**config.mk**
```make
export PLATFORM = sky130hd
export DESIGN_NAME = lsu_mem_ctrl_flat
export DESIGN_NICKNAME = d
export VERILOG_FILES = /design/src/rtl/lsu_pkg.sv /design/src/rtl/lsu_mem_ctrl_if.sv /design/src/rtl/lsu_align.sv /design/src/rtl/lsu_mem_ctrl.sv /design/src/flat_wrapper.sv
export SDC_FILE = /design/constraint.sdc
export NUM_CORES = 1
export LEC_CHECK = 0
export ABC_AREA = 1
export BUFFER_PORTS_ARGS = -buffer_cell sky130_fd_sc_hd__buf_2
export CAP_MARGIN = 15
export CORE_UTILIZATION = 46
export CTS_BUF_LIST = sky130_fd_sc_hd__clkbuf_8
export DETAILED_ROUTE_END_ITERATION = 6
export HOLD_SLACK_MARGIN = 0.03
export MAX_ROUTING_LAYER = met4
export PLACE_DENSITY = 0.79
export SYNTH_ARGS = -nofsm -noshare
export SYNTH_HDL_FRONTEND = slang
export SYNTH_HIERARCHICAL = 1
export SYNTH_SLANG_ARGS = --single-unit
```
**constraint.sdc**
```tcl
create_clock -name clk -period 2.7 [get_ports clk]
set_clock_uncertainty 0.1 [all_clocks]
set_input_delay 0.27 -clock clk [delete_from_list [all_inputs] [get_ports clk]]
set_output_delay 0.27 -clock clk [all_outputs]
set_load 0.005 [all_outputs]
```
**src/rtl/lsu_pkg.sv**
```systemverilog
// lsu_pkg: funct3 encodings and FSM state type shared by the load/store unit.
package lsu_pkg;
  localparam logic [2:0] F3_B  = 3'b000;
  localparam logic [2:0] F3_H  = 3'b001;
  localparam logic [2:0] F3_W  = 3'b010;
  localparam logic [2:0] F3_BU = 3'b100;
  localparam logic [2:0] F3_HU = 3'b101;
  typedef enum logic [1:0] {IDLE, REQ, WAIT, RESP} lsu_state_e;
endpackage

```
**src/rtl/lsu_mem_ctrl_if.sv**
```systemverilog
// lsu_mem_ctrl_if: data-memory request/grant/rvalid bus between the LSU and memory.
interface lsu_mem_ctrl_if;
  logic        mem_req;
  logic        mem_gnt;
  logic        mem_we;
  logic [3:0]  mem_be;
  logic [31:0] mem_addr;
  logic [31:0] mem_wdata;
  logic        mem_rvalid;
  logic [31:0] mem_rdata;
  modport master(output mem_req, mem_we, mem_be, mem_addr, mem_wdata, input mem_gnt, mem_rvalid, mem_rdata);
  modport slave(input mem_req, mem_we, mem_be, mem_addr, mem_wdata, output mem_gnt, mem_rvalid, mem_rdata);
endinterface

```
**src/rtl/lsu_align.sv**
```systemverilog
// lsu_align: byte-lane decode, store replication, access checks and load extension.
module lsu_align
  import lsu_pkg::*;
(
  input  logic        we,
  input  logic [2:0]  funct3,
  input  logic [1:0]  addr_lo,
  input  logic [31:0] wdata,
  input  logic [31:0] rdata,
  output logic [3:0]  be,
  output logic [31:0] wdata_rep,
  output logic        illegal,
  output logic        misaligned,
  output logic [31:0] ext
);
  logic [7:0]  b;
  logic [15:0] h;
  always_comb begin
    illegal    = we ? !(funct3 inside {F3_B, F3_H, F3_W}) : !(funct3 inside {F3_B, F3_H, F3_W, F3_BU, F3_HU});
    misaligned = (funct3[1:0] == 2'b01 && addr_lo[0]) || (funct3 == F3_W && addr_lo != 2'b00);
    be         = !we ? 4'b1111 :
                 funct3[1:0] == 2'b00 ? 4'b0001 << addr_lo :
                 funct3[1:0] == 2'b01 ? (addr_lo[1] ? 4'b1100 : 4'b0011) : 4'b1111;
    wdata_rep  = funct3[1:0] == 2'b00 ? {4{wdata[7:0]}} :
                 funct3[1:0] == 2'b01 ? {2{wdata[15:0]}} : wdata;
    b          = rdata[{addr_lo, 3'b000} +: 8];
    h          = addr_lo[1] ? rdata[31:16] : rdata[15:0];
    ext        = funct3 == F3_B  ? {{24{b[7]}}, b} :
                 funct3 == F3_H  ? {{16{h[15]}}, h} :
                 funct3 == F3_BU ? {24'h0, b} :
                 funct3 == F3_HU ? {16'h0, h} : rdata;
  end
endmodule

```
**src/rtl/lsu_mem_ctrl.sv**
```systemverilog
// lsu_mem_ctrl: single-outstanding load/store unit bridging the core data port to a variable-latency memory bus.
// Optional REQ/WAIT abort timer enabled by defining LSU_TIMEOUT_EN.
module lsu_mem_ctrl
  import lsu_pkg::*;
#(
  parameter int TIMEOUT_CYCLES = 255,
  parameter int CNT_W          = 8
) (
  input  logic        clk,
  input  logic        reset,
  input  logic        req_valid,
  output logic        req_ready,
  input  logic        req_we,
  input  logic [2:0]  req_funct3,
  input  logic [31:0] req_addr,
  input  logic [31:0] req_wdata,
  output logic        resp_valid,
  output logic [31:0] resp_rdata,
  output logic        resp_err,
  lsu_mem_ctrl_if.master mem
);
  lsu_state_e  state_q, state_d;
  logic        we_q;
  logic [2:0]  f3_q;
  logic [1:0]  lo_q;
  logic [3:0]  be;
  logic [31:0] wdata_rep, ext;
  logic        illegal, misaligned, bad, acc, go, tmo;
  assign req_ready = state_q == IDLE;
  assign acc       = req_ready && req_valid;
  assign bad       = illegal || misaligned;
  assign go        = acc && !bad;
  // In IDLE the decoder sees the incoming request; afterwards the registered one drives load extension.
  lsu_align u_align (
    .we        (req_ready ? req_we : we_q),
    .funct3    (req_ready ? req_funct3 : f3_q),
    .addr_lo   (req_ready ? req_addr[1:0] : lo_q),
    .wdata     (req_wdata),
    .rdata     (mem.mem_rdata),
    .be        (be),
    .wdata_rep (wdata_rep),
    .illegal   (illegal),
    .misaligned(misaligned),
    .ext       (ext)
  );
`ifdef LSU_TIMEOUT_EN
  logic [CNT_W-1:0] cnt_q;
  assign tmo = (state_q == REQ || state_q == WAIT) && cnt_q == CNT_W'(TIMEOUT_CYCLES - 1);
  always_ff @(posedge clk or negedge reset)
    if (!reset) cnt_q <= '0;
    else cnt_q <= state_d != state_q ? '0 : (state_q == REQ || state_q == WAIT) ? cnt_q + 1'b1 : cnt_q;
`else
  logic [CNT_W-1:0] unused_cfg;
  assign unused_cfg = CNT_W'(TIMEOUT_CYCLES);
  assign tmo = 1'b0;
`endif
  always_comb begin
    state_d = state_q;
    case (state_q)
      IDLE:    if (acc) state_d = bad ? RESP : REQ;
      REQ:     if (tmo) state_d = RESP; else if (mem.mem_gnt) state_d = we_q ? RESP : WAIT;
      WAIT:    if (tmo || mem.mem_rvalid) state_d = RESP;
      default: state_d = IDLE;
    endcase
  end
  always_ff @(posedge clk or negedge reset)
    if (!reset) begin
      state_q       <= IDLE;
      we_q          <= 1'b0;
      f3_q          <= 3'b000;
      lo_q          <= 2'b00;
      resp_valid    <= 1'b0;
      resp_err      <= 1'b0;
      resp_rdata    <= '0;
      mem.mem_req   <= 1'b0;
      mem.mem_we    <= 1'b0;
      mem.mem_be    <= 4'b0000;
      mem.mem_addr  <= '0;
      mem.mem_wdata <= '0;
    end else begin
      state_q <= state_d;
      if (go) begin
        we_q          <= req_we;
        f3_q          <= req_funct3;
        lo_q          <= req_addr[1:0];
        mem.mem_be    <= be;
        mem.mem_addr  <= {req_addr[31:2], 2'b00};
        mem.mem_wdata <= wdata_rep;
      end
      mem.mem_req <= state_d == REQ;
      mem.mem_we  <= state_d == REQ && (req_ready ? req_we : we_q);
      resp_valid  <= state_d == RESP;
      resp_err    <= (acc && bad) || tmo;
      resp_rdata  <= (state_q == WAIT && mem.mem_rvalid && !tmo) ? ext : '0;
    end
endmodule

```
**src/flat_wrapper.sv**
```systemverilog
// flat-port wrapper written by rule: the top's interface ports become plain ports
module lsu_mem_ctrl_flat import lsu_pkg::*;
#(
  parameter int TIMEOUT_CYCLES = 255,
  parameter int CNT_W          = 8
)
  (clk, reset, req_valid, req_ready, req_we, req_funct3, req_addr, req_wdata, resp_valid, resp_rdata, resp_err, mem_mem_req, mem_mem_we, mem_mem_be, mem_mem_addr, mem_mem_wdata, mem_mem_gnt, mem_mem_rvalid, mem_mem_rdata);
  lsu_mem_ctrl_if mem_i ();
  input  logic clk;
  input  logic reset;
  input  logic req_valid;
  output logic req_ready;
  input  logic req_we;
  input  logic [2:0] req_funct3;
  input  logic [31:0] req_addr;
  input  logic [31:0] req_wdata;
  output logic resp_valid;
  output logic [31:0] resp_rdata;
  output logic resp_err;
  output wire logic [$bits(mem_i.mem_req)-1:0] mem_mem_req;
  output wire logic [$bits(mem_i.mem_we)-1:0] mem_mem_we;
  output wire logic [$bits(mem_i.mem_be)-1:0] mem_mem_be;
  output wire logic [$bits(mem_i.mem_addr)-1:0] mem_mem_addr;
  output wire logic [$bits(mem_i.mem_wdata)-1:0] mem_mem_wdata;
  input wire logic [$bits(mem_i.mem_gnt)-1:0] mem_mem_gnt;
  input wire logic [$bits(mem_i.mem_rvalid)-1:0] mem_mem_rvalid;
  input wire logic [$bits(mem_i.mem_rdata)-1:0] mem_mem_rdata;
  assign mem_mem_req = mem_i.mem_req;
  assign mem_mem_we = mem_i.mem_we;
  assign mem_mem_be = mem_i.mem_be;
  assign mem_mem_addr = mem_i.mem_addr;
  assign mem_mem_wdata = mem_i.mem_wdata;
  assign mem_i.mem_gnt = mem_mem_gnt;
  assign mem_i.mem_rvalid = mem_mem_rvalid;
  assign mem_i.mem_rdata = mem_mem_rdata;
  lsu_mem_ctrl #(.TIMEOUT_CYCLES(TIMEOUT_CYCLES), .CNT_W(CNT_W)) u_core (.clk(clk), .reset(reset), .req_valid(req_valid), .req_ready(req_ready), .req_we(req_we), .req_funct3(req_funct3), .req_addr(req_addr), .req_wdata(req_wdata), .resp_valid(resp_valid), .resp_rdata(resp_rdata), .resp_err(resp_err), .mem(mem_i));
endmodule
```
Word level (Yosys, flattened, before mapping)

Index checks and enable logic that the tools add are counted.
W data, S select, Z words.

Equality and inequality tests: 9
Shift-type cells: 2
Muxes and demuxes: 22
Reduce and logical (&&, ||, !) cells: 18

Operator list:

| kind                  | number |
|---|---|
| $mux W32              | 7 |
| $shiftx A32 B6 Y8     | 1 |
| $mux W16              | 1 |
| $mux W4               | 4 |
| $mux W2               | 5 |
| $logic_and A1 B1 Y1   | 7 |
| $eq A2 B1 Y1 const B  | 3 |
| $eq A3 B3 Y1 const B  | 2 |
| $pmux W2 S3           | 1 |
| $reduce_bool A5 Y1    | 1 |
| $eq A2 B2 Y1 const B  | 2 |
| $logic_not A2 Y1      | 2 |
| $shl A1 B2 Y4 const A | 1 |
| $eq A3 B1 Y1 const B  | 1 |
| $eq A3 B2 Y1 const B  | 1 |
| $logic_not A1 Y1      | 3 |
| $logic_not A3 Y1      | 1 |
| $mux W1               | 3 |
| $mux W3               | 1 |
| $reduce_bool A3 Y1    | 1 |
| $logic_or A1 B1 Y1    | 2 |
| $reduce_bool A2 Y1    | 1 |

Flip-flop bits (word level): 110
Output and inout bits: 105

Logic depth before layout (Yosys ltp)

Depth after elaboration: 12
Depth in mapped cells: 16

Modules after synthesis

Netlist, hierarchy kept.

By module, submodules not included:

| module       | times used | cells each | area an instance (sq um) | seq. area each (sq um) |
|---|---|---|---|---|
| lsu_mem_ctrl | 1          | 449        | 4,224.1                  | 2,752.6 |
| lsu_align    | 1          | 277        | 1,290.0                  | 0.0 |

Worst setup path before layout

No wires, ideal clock.

Kind: reg-to-reg
Start: reg u_core.state_q[0]
End: reg u_core.f3_q[0]
Data arrival time: 2.335 ns
Required time: 2.470 ns
Path slack: 0.135 ns
Cell stages (with the launch flop): 12
Period minus slack after synthesis: 2.565 ns
Cell sequence: dfrtp_1 -> nor2_4 -> buf_2 -> nor2_1 -> a21oi_1 -> nand2_2 -> buf_2 -> o21ai_0 -> inv_1 -> nand4_4 -> clkbuf_1 -> o21ai_1

Elaborated cells between the ends (all ways): 23
Classes of those cells: eq/ne (5); mux (4); reduce/logical (14)

RTL lines:

| element                                    | line                                   | RTL |
|---|---|---|
| start, declared                            | lsu_mem_ctrl.sv:22                     | `lsu_state_e state_q, state_d;` |
| start signal, assigned                     | lsu_mem_ctrl.sv:81                     | `state_q <= state_d;` |
| $logic_not A2 Y1 (*)                       | lsu_mem_ctrl.sv:29                     | `assign req_ready = state_q == IDLE;` |
| named net req_ready                        | flat_wrapper.sv:12                     | `output logic req_ready;` |
| $mux W3 or $mux W2 (tied branches)         | lsu_mem_ctrl.sv:36, lsu_mem_ctrl.sv:37 |  |
| $eq A3 B2 Y1, or another cell as far along | lsu_align.sv:20                        | `misaligned = (funct3[1:0] == 2'b01 && addr_lo[0]) \|\| (funct3 == F3_W && addr_lo != 2'b00);` |
| $logic_and A1 B1 Y1                        | lsu_align.sv:20                        |  |
| $logic_or A1 B1 Y1 (*)                     | lsu_align.sv:20                        |  |
| named net u_core.misaligned                | lsu_mem_ctrl.sv:28                     | `logic illegal, misaligned, bad, acc, go, tmo;` |
| $logic_or A1 B1 Y1 (*)                     | lsu_mem_ctrl.sv:31                     | `assign bad = illegal \|\| misaligned;` |
| $logic_not A1 Y1 (*)                       | lsu_mem_ctrl.sv:32                     | `assign go = acc && !bad;` |
| $logic_and A1 B1 Y1 (*)                    | lsu_mem_ctrl.sv:32                     |  |
| end signal, assigned                       | lsu_mem_ctrl.sv:84                     | `f3_q <= req_funct3;` |
| end, declared                              | lsu_mem_ctrl.sv:24                     | `logic [2:0] f3_q;` |

The timed path passes the listed nets; every way through them passes the cells marked *.
A chain may end at the register's enable or synchronous reset.

Final worst setup path

Start: reg u_core.state_q[0]
End: reg u_core.resp_rdata[14]

Longest elaborated chain between the ends: 8
Elaborated cells between the ends (all ways): 16
Classes of those cells: eq/ne (4); shift (1); mux (8); reduce/logical (3)

Ends and longest elaborated chain:

| element                                                                   | line               | RTL |
|---|---|---|
| $logic_not A2 Y1 (*)                                                      | lsu_mem_ctrl.sv:29 |  |
| parallel branches: the longest is 5 deep, another holds $shiftx A32 B6 Y8 | n/a                |  |
| $mux W32 (*)                                                              | lsu_align.sv:28    | `ext = funct3 == F3_B ? {{24{b[7]}}, b} :` |
| named net u_core.ext[14]                                                  | lsu_mem_ctrl.sv:27 | `logic [31:0] wdata_rep, ext;` |
| $mux W32 (*)                                                              | lsu_mem_ctrl.sv:94 | `resp_rdata <= (state_q == WAIT && mem.mem_rvalid && !tmo) ? ext : '0;` |
| end signal, assigned                                                      | lsu_mem_ctrl.sv:94 |  |
| end, declared                                                             | lsu_mem_ctrl.sv:18 | `output logic [31:0] resp_rdata,` |

Mark *: on every way through the listed nets, which the timed path passes.

==> impl_metrics.json <==
{
  "outcome": "finished, violations left",
  "violations": "DRC",
  "layout.nets": 1050,
  "grt_antenna_before_repair": 0,
  "fillerInstances": 1022,
  "clkPwrFrac_pct": 11.6,
  "post_route_cells_drive_above_1_share_pct": 27.5,
  "multi_input_area_mm2": 0.00195,
  "dpl-instance-area_mm2": 0.00662,
  "num_rows": 39,
  "p_sw_uw": 3900,
  "via_count": 5302,
  "cts_buffer_depth": 2,
  "wl_um": 15300,
  "drt_first_iter_violations": 421,
  "synth_top_cell_area_share_pct": 49.9,
  "tritoncts": "built",
  "layout_common_cells": "206 x buf_2, 179 x nand2_1, 141 x inv_1, 110 x dfrtp_1, 68 x nor2_1",
  "power.share.switching_pct": 46.6,
  "ys_seq_elements": 110,
  "cts-buffers-inserted": 9,
  "floorplan.initialDensity_pct": 47.7,
  "area_delta_synth_final_pct": 29.8,
  "first_pass_iters": 7,
  "pin_count_of_the_biggest_net_entering_global_routing": 63,
  "final_min_period_over_clock_period_pct": 94.8,
  "layout.area.seq_mm2": 0.00275,
  "syn_area_mm2": 0.00551,
  "fin_area_mm2": 0.00716,
  "grt_pass1_wl_um": 24500,
  "achievable-frequency_ghz": 0.391,
  "grt.total_usage_pct": 25.8,
  "antenna_violating_nets_post_route": 0,
  "cellPowerDensity_mw_per_mm2": 1170,
  "worstPathArrival_ns": 2.76,
  "setup_tns_ns": 0,
  "cts_htree_levels": 3,
  "placedCellCount": 1047,
  "grt_setup_unrepaired": "true",
  "syn_area_cell_um2": 7.60,
  "synth_cells": 726,
  "chipWidth_um": 111,
  "post-synth-top-area-cell": "dfrtp_1",
  "critPathMaxFanout": 24,
  "power.internal_uw": 4480,
  "reg2reg_from": "u_core/state_q[0]$_DFF_PN0_",
  "share_of_synthesized_area_occupied_by_flip_flops_and_latches_pct": 49.9,
  "total_leakage_power_uw": 0.00432,
  "crit_path_start": "u_core/state_q[0]$_DFF_PN0_",
  "element_type_at_the_critical_path_start": "flip-flop",
  "n_antenna_cell": 0,
  "ys_warn_count": 6,
  "maxCapViolations": 0,
  "worst_setup_path_end_kind": "flip-flop",
  "req_time_crit_path_ns": 2.90,
  "ranking_of_synthesized_cells_by_area": "dfrtp_1 50%, nand2_1 12%, inv_1 9.7%",
  "hold_path.class": "in2reg",
  "numClockSinks": 110,
  "final_instance_count_without_filler_cells": 1093,
  "drt-wirelength-per-cell_um": 14.0,
  "fin_crit_ns": 2.56,
  "setup.worst_path.class": "reg2reg",
  "total_count_of_max_transition_violations_in_the_final_report": 0,
  "globalRouteOverflowTotal": 0,
  "synth_cell_types": 25,
  "worst_skew_pair.late_latency_ns": 0.38,
  "power_frac_comb_pct": 57.1,
  "cts.reportedPaths.clkPinSlew_ns": 0.11,
  "core-area_mm2": 0.0116,
  "detail_route.drc_violations": 18,
  "report.final.hold_viol_count": 0,
  "buffer_ports.inserted": 207,
  "layout_commonest_cell": "buf_2",
  "floorplan.die_area_mm2": 0.0124,
  "detailed_placement_wirelength_estimate_um": 10500,
  "ir_worst_vdd_v": 0.000448,
  "grt_pass1_vias": 4930,
  "power_frac_seq_pct": 31.3,
  "ios": 210,
  "ctsRootBufferMaster": "clkbuf_8",
  "die_y_um": 111,
  "gpl.final_weighted_congestion": 0.881,
  "post_drt_via_cell_ratio": 4.85,
  "hold_path.startpoint": "req_wdata[1]",
  "setup-violations-final": 0
}
==> worst paths after layout <==
kind / slack (ns) / cells after the start / end
worst min-delay path: 0.05 / 3 / u_core/mem.mem_wdata[1]$_DFFE_PN0P_
min in group asynchronous: 0.28 / 2 / u_core/mem.mem_addr[16]$_DFFE_PN0P_
worst min register to register: 0.39 / 2 / u_core/mem.mem_addr[4]$_DFFE_PN0P_
max in group asynchronous: 1.45 / 3 / u_core/mem.mem_wdata[11]$_DFFE_PN0P_
worst max register to register: 0.14 / 12 / u_core/resp_rdata[14]$_DFF_PN0_
worst max-delay path: 0.14 / 12 / u_core/resp_rdata[14]$_DFF_PN0_
==> power groups by stage <==
stage / combinational [uW] / clock [uW] / sequential [uW]
floorplan: 3030 / 0 / 2700
CTS: 4610 / 1010 / 2620
detailed placement: 4550 / 0 / 2650
global route: 5420 / 1080 / 2700
finish: 4780 / 970 / 2630
global placement: 4450 / 0 / 2650
==> metrics by stage <==
step	util, %	setup slack [ns]	hold slack [ns]	power (uW)
after global routing	61.9	-0.000217	0.0348	9210
final	61.9	0.141	0.0467	8380
after floorplan	-	0.135	-0.126	5720
after CTS	61.2	0.0570	0.0304	8240
after detailed placement	57.2	-0.0114	0.154	7200
after global placement	57.2	0.157	0.157	7100
==> flip-flops by register name, indices dropped and copies added, names as in the netlist <==
signal                count
u_core/mem.mem_wdata     32
u_core/resp_rdata        32
u_core/mem.mem_addr      30
u_core/mem.mem_be         4
u_core/f3_q               3
u_core/lo_q               2
u_core/state_q            2
u_core/mem.mem_req        1
u_core/mem.mem_we         1
u_core/resp_err           1
u_core/resp_valid         1
u_core/we_q               1
==> logic make-up (layout without fill, tap and decap cells) <==
group	after synthesis	in the layout	share of synthesized area [%]
and+or+nand+nor	294	294	22.2
buffers and inverters	190	413	15.2
other	1	2	0.0680
AOI/OAI and AO/OA	131	131	12.6
DFF	110	110	49.9
==> cells in the mapped netlist <==
| master | n |
|---|---|
| nand2_1 | 179 |
| inv_1 | 142 |
| dfrtp_1 | 110 |
| nor2_1 | 68 |
| o21ai_1 | 59 |
| o21ai_0 | 37 |
| nand3_1 | 33 |
| a21oi_1 | 20 |
| clkbuf_1 | 14 |
| buf_4 | 12 |
| o211ai_1 | 11 |
| buf_2 | 10 |
| buf_6 | 9 |
| nand2_2 | 4 |
| nor2_4 | 3 |
| inv_2 | 2 |
| nand4_1 | 2 |
| nand4_4 | 2 |
| o21ai_2 | 2 |
| or2_2 | 2 |
| a21oi_2 | 1 |
| buf_1 | 1 |
| conb_1 | 1 |
| nor3_1 | 1 |
| o22ai_1 | 1 |
==> per-layer routing <==
metal	GRT usage (%)	vias to the layer above	wire, um
li1	-	2634	-
met1	34.1	2393	6880
met2	38.6	239	6800
met3	5.33	36	1200
met4	10.8	0	429
met5	-	-	0
==> what timing repair did <==
item                                   4_1_cts  5_1_grt
endpoints found under the hold margin       59        1
pin swaps                                    0        1
resized for setup                            1        4
gates cloned                                 0        2
hold buffers                                26        1
buffers inserted                             0        1
setup endpoints to repair                   17       72
==> cell type report <==
class                      instances  area share (%)
timing repair buffer             253            21.6
sequential                       110            38.5
clock buffer                       9            1.73
inverter                         144            7.55
multi-input combinational        427            27.2
clock inverter                     7           0.944
tap                              143            2.50
==> critical path, cell delays in order (launching register included) <==
cell and delay, ns:
dfrtp_1 0.45, nor2_4 0.23, buf_4 0.22, nor2_1 0.05
a21oi_1 0.34, buf_4 0.33, nand2_1 0.08, nand2_1 0.08
nand2_2 0.16, buf_12 0.20, nand2_1 0.06, inv_1 0.04
nor2_1 0.14
No activity file was read; power rests on OpenSTA's default activity.
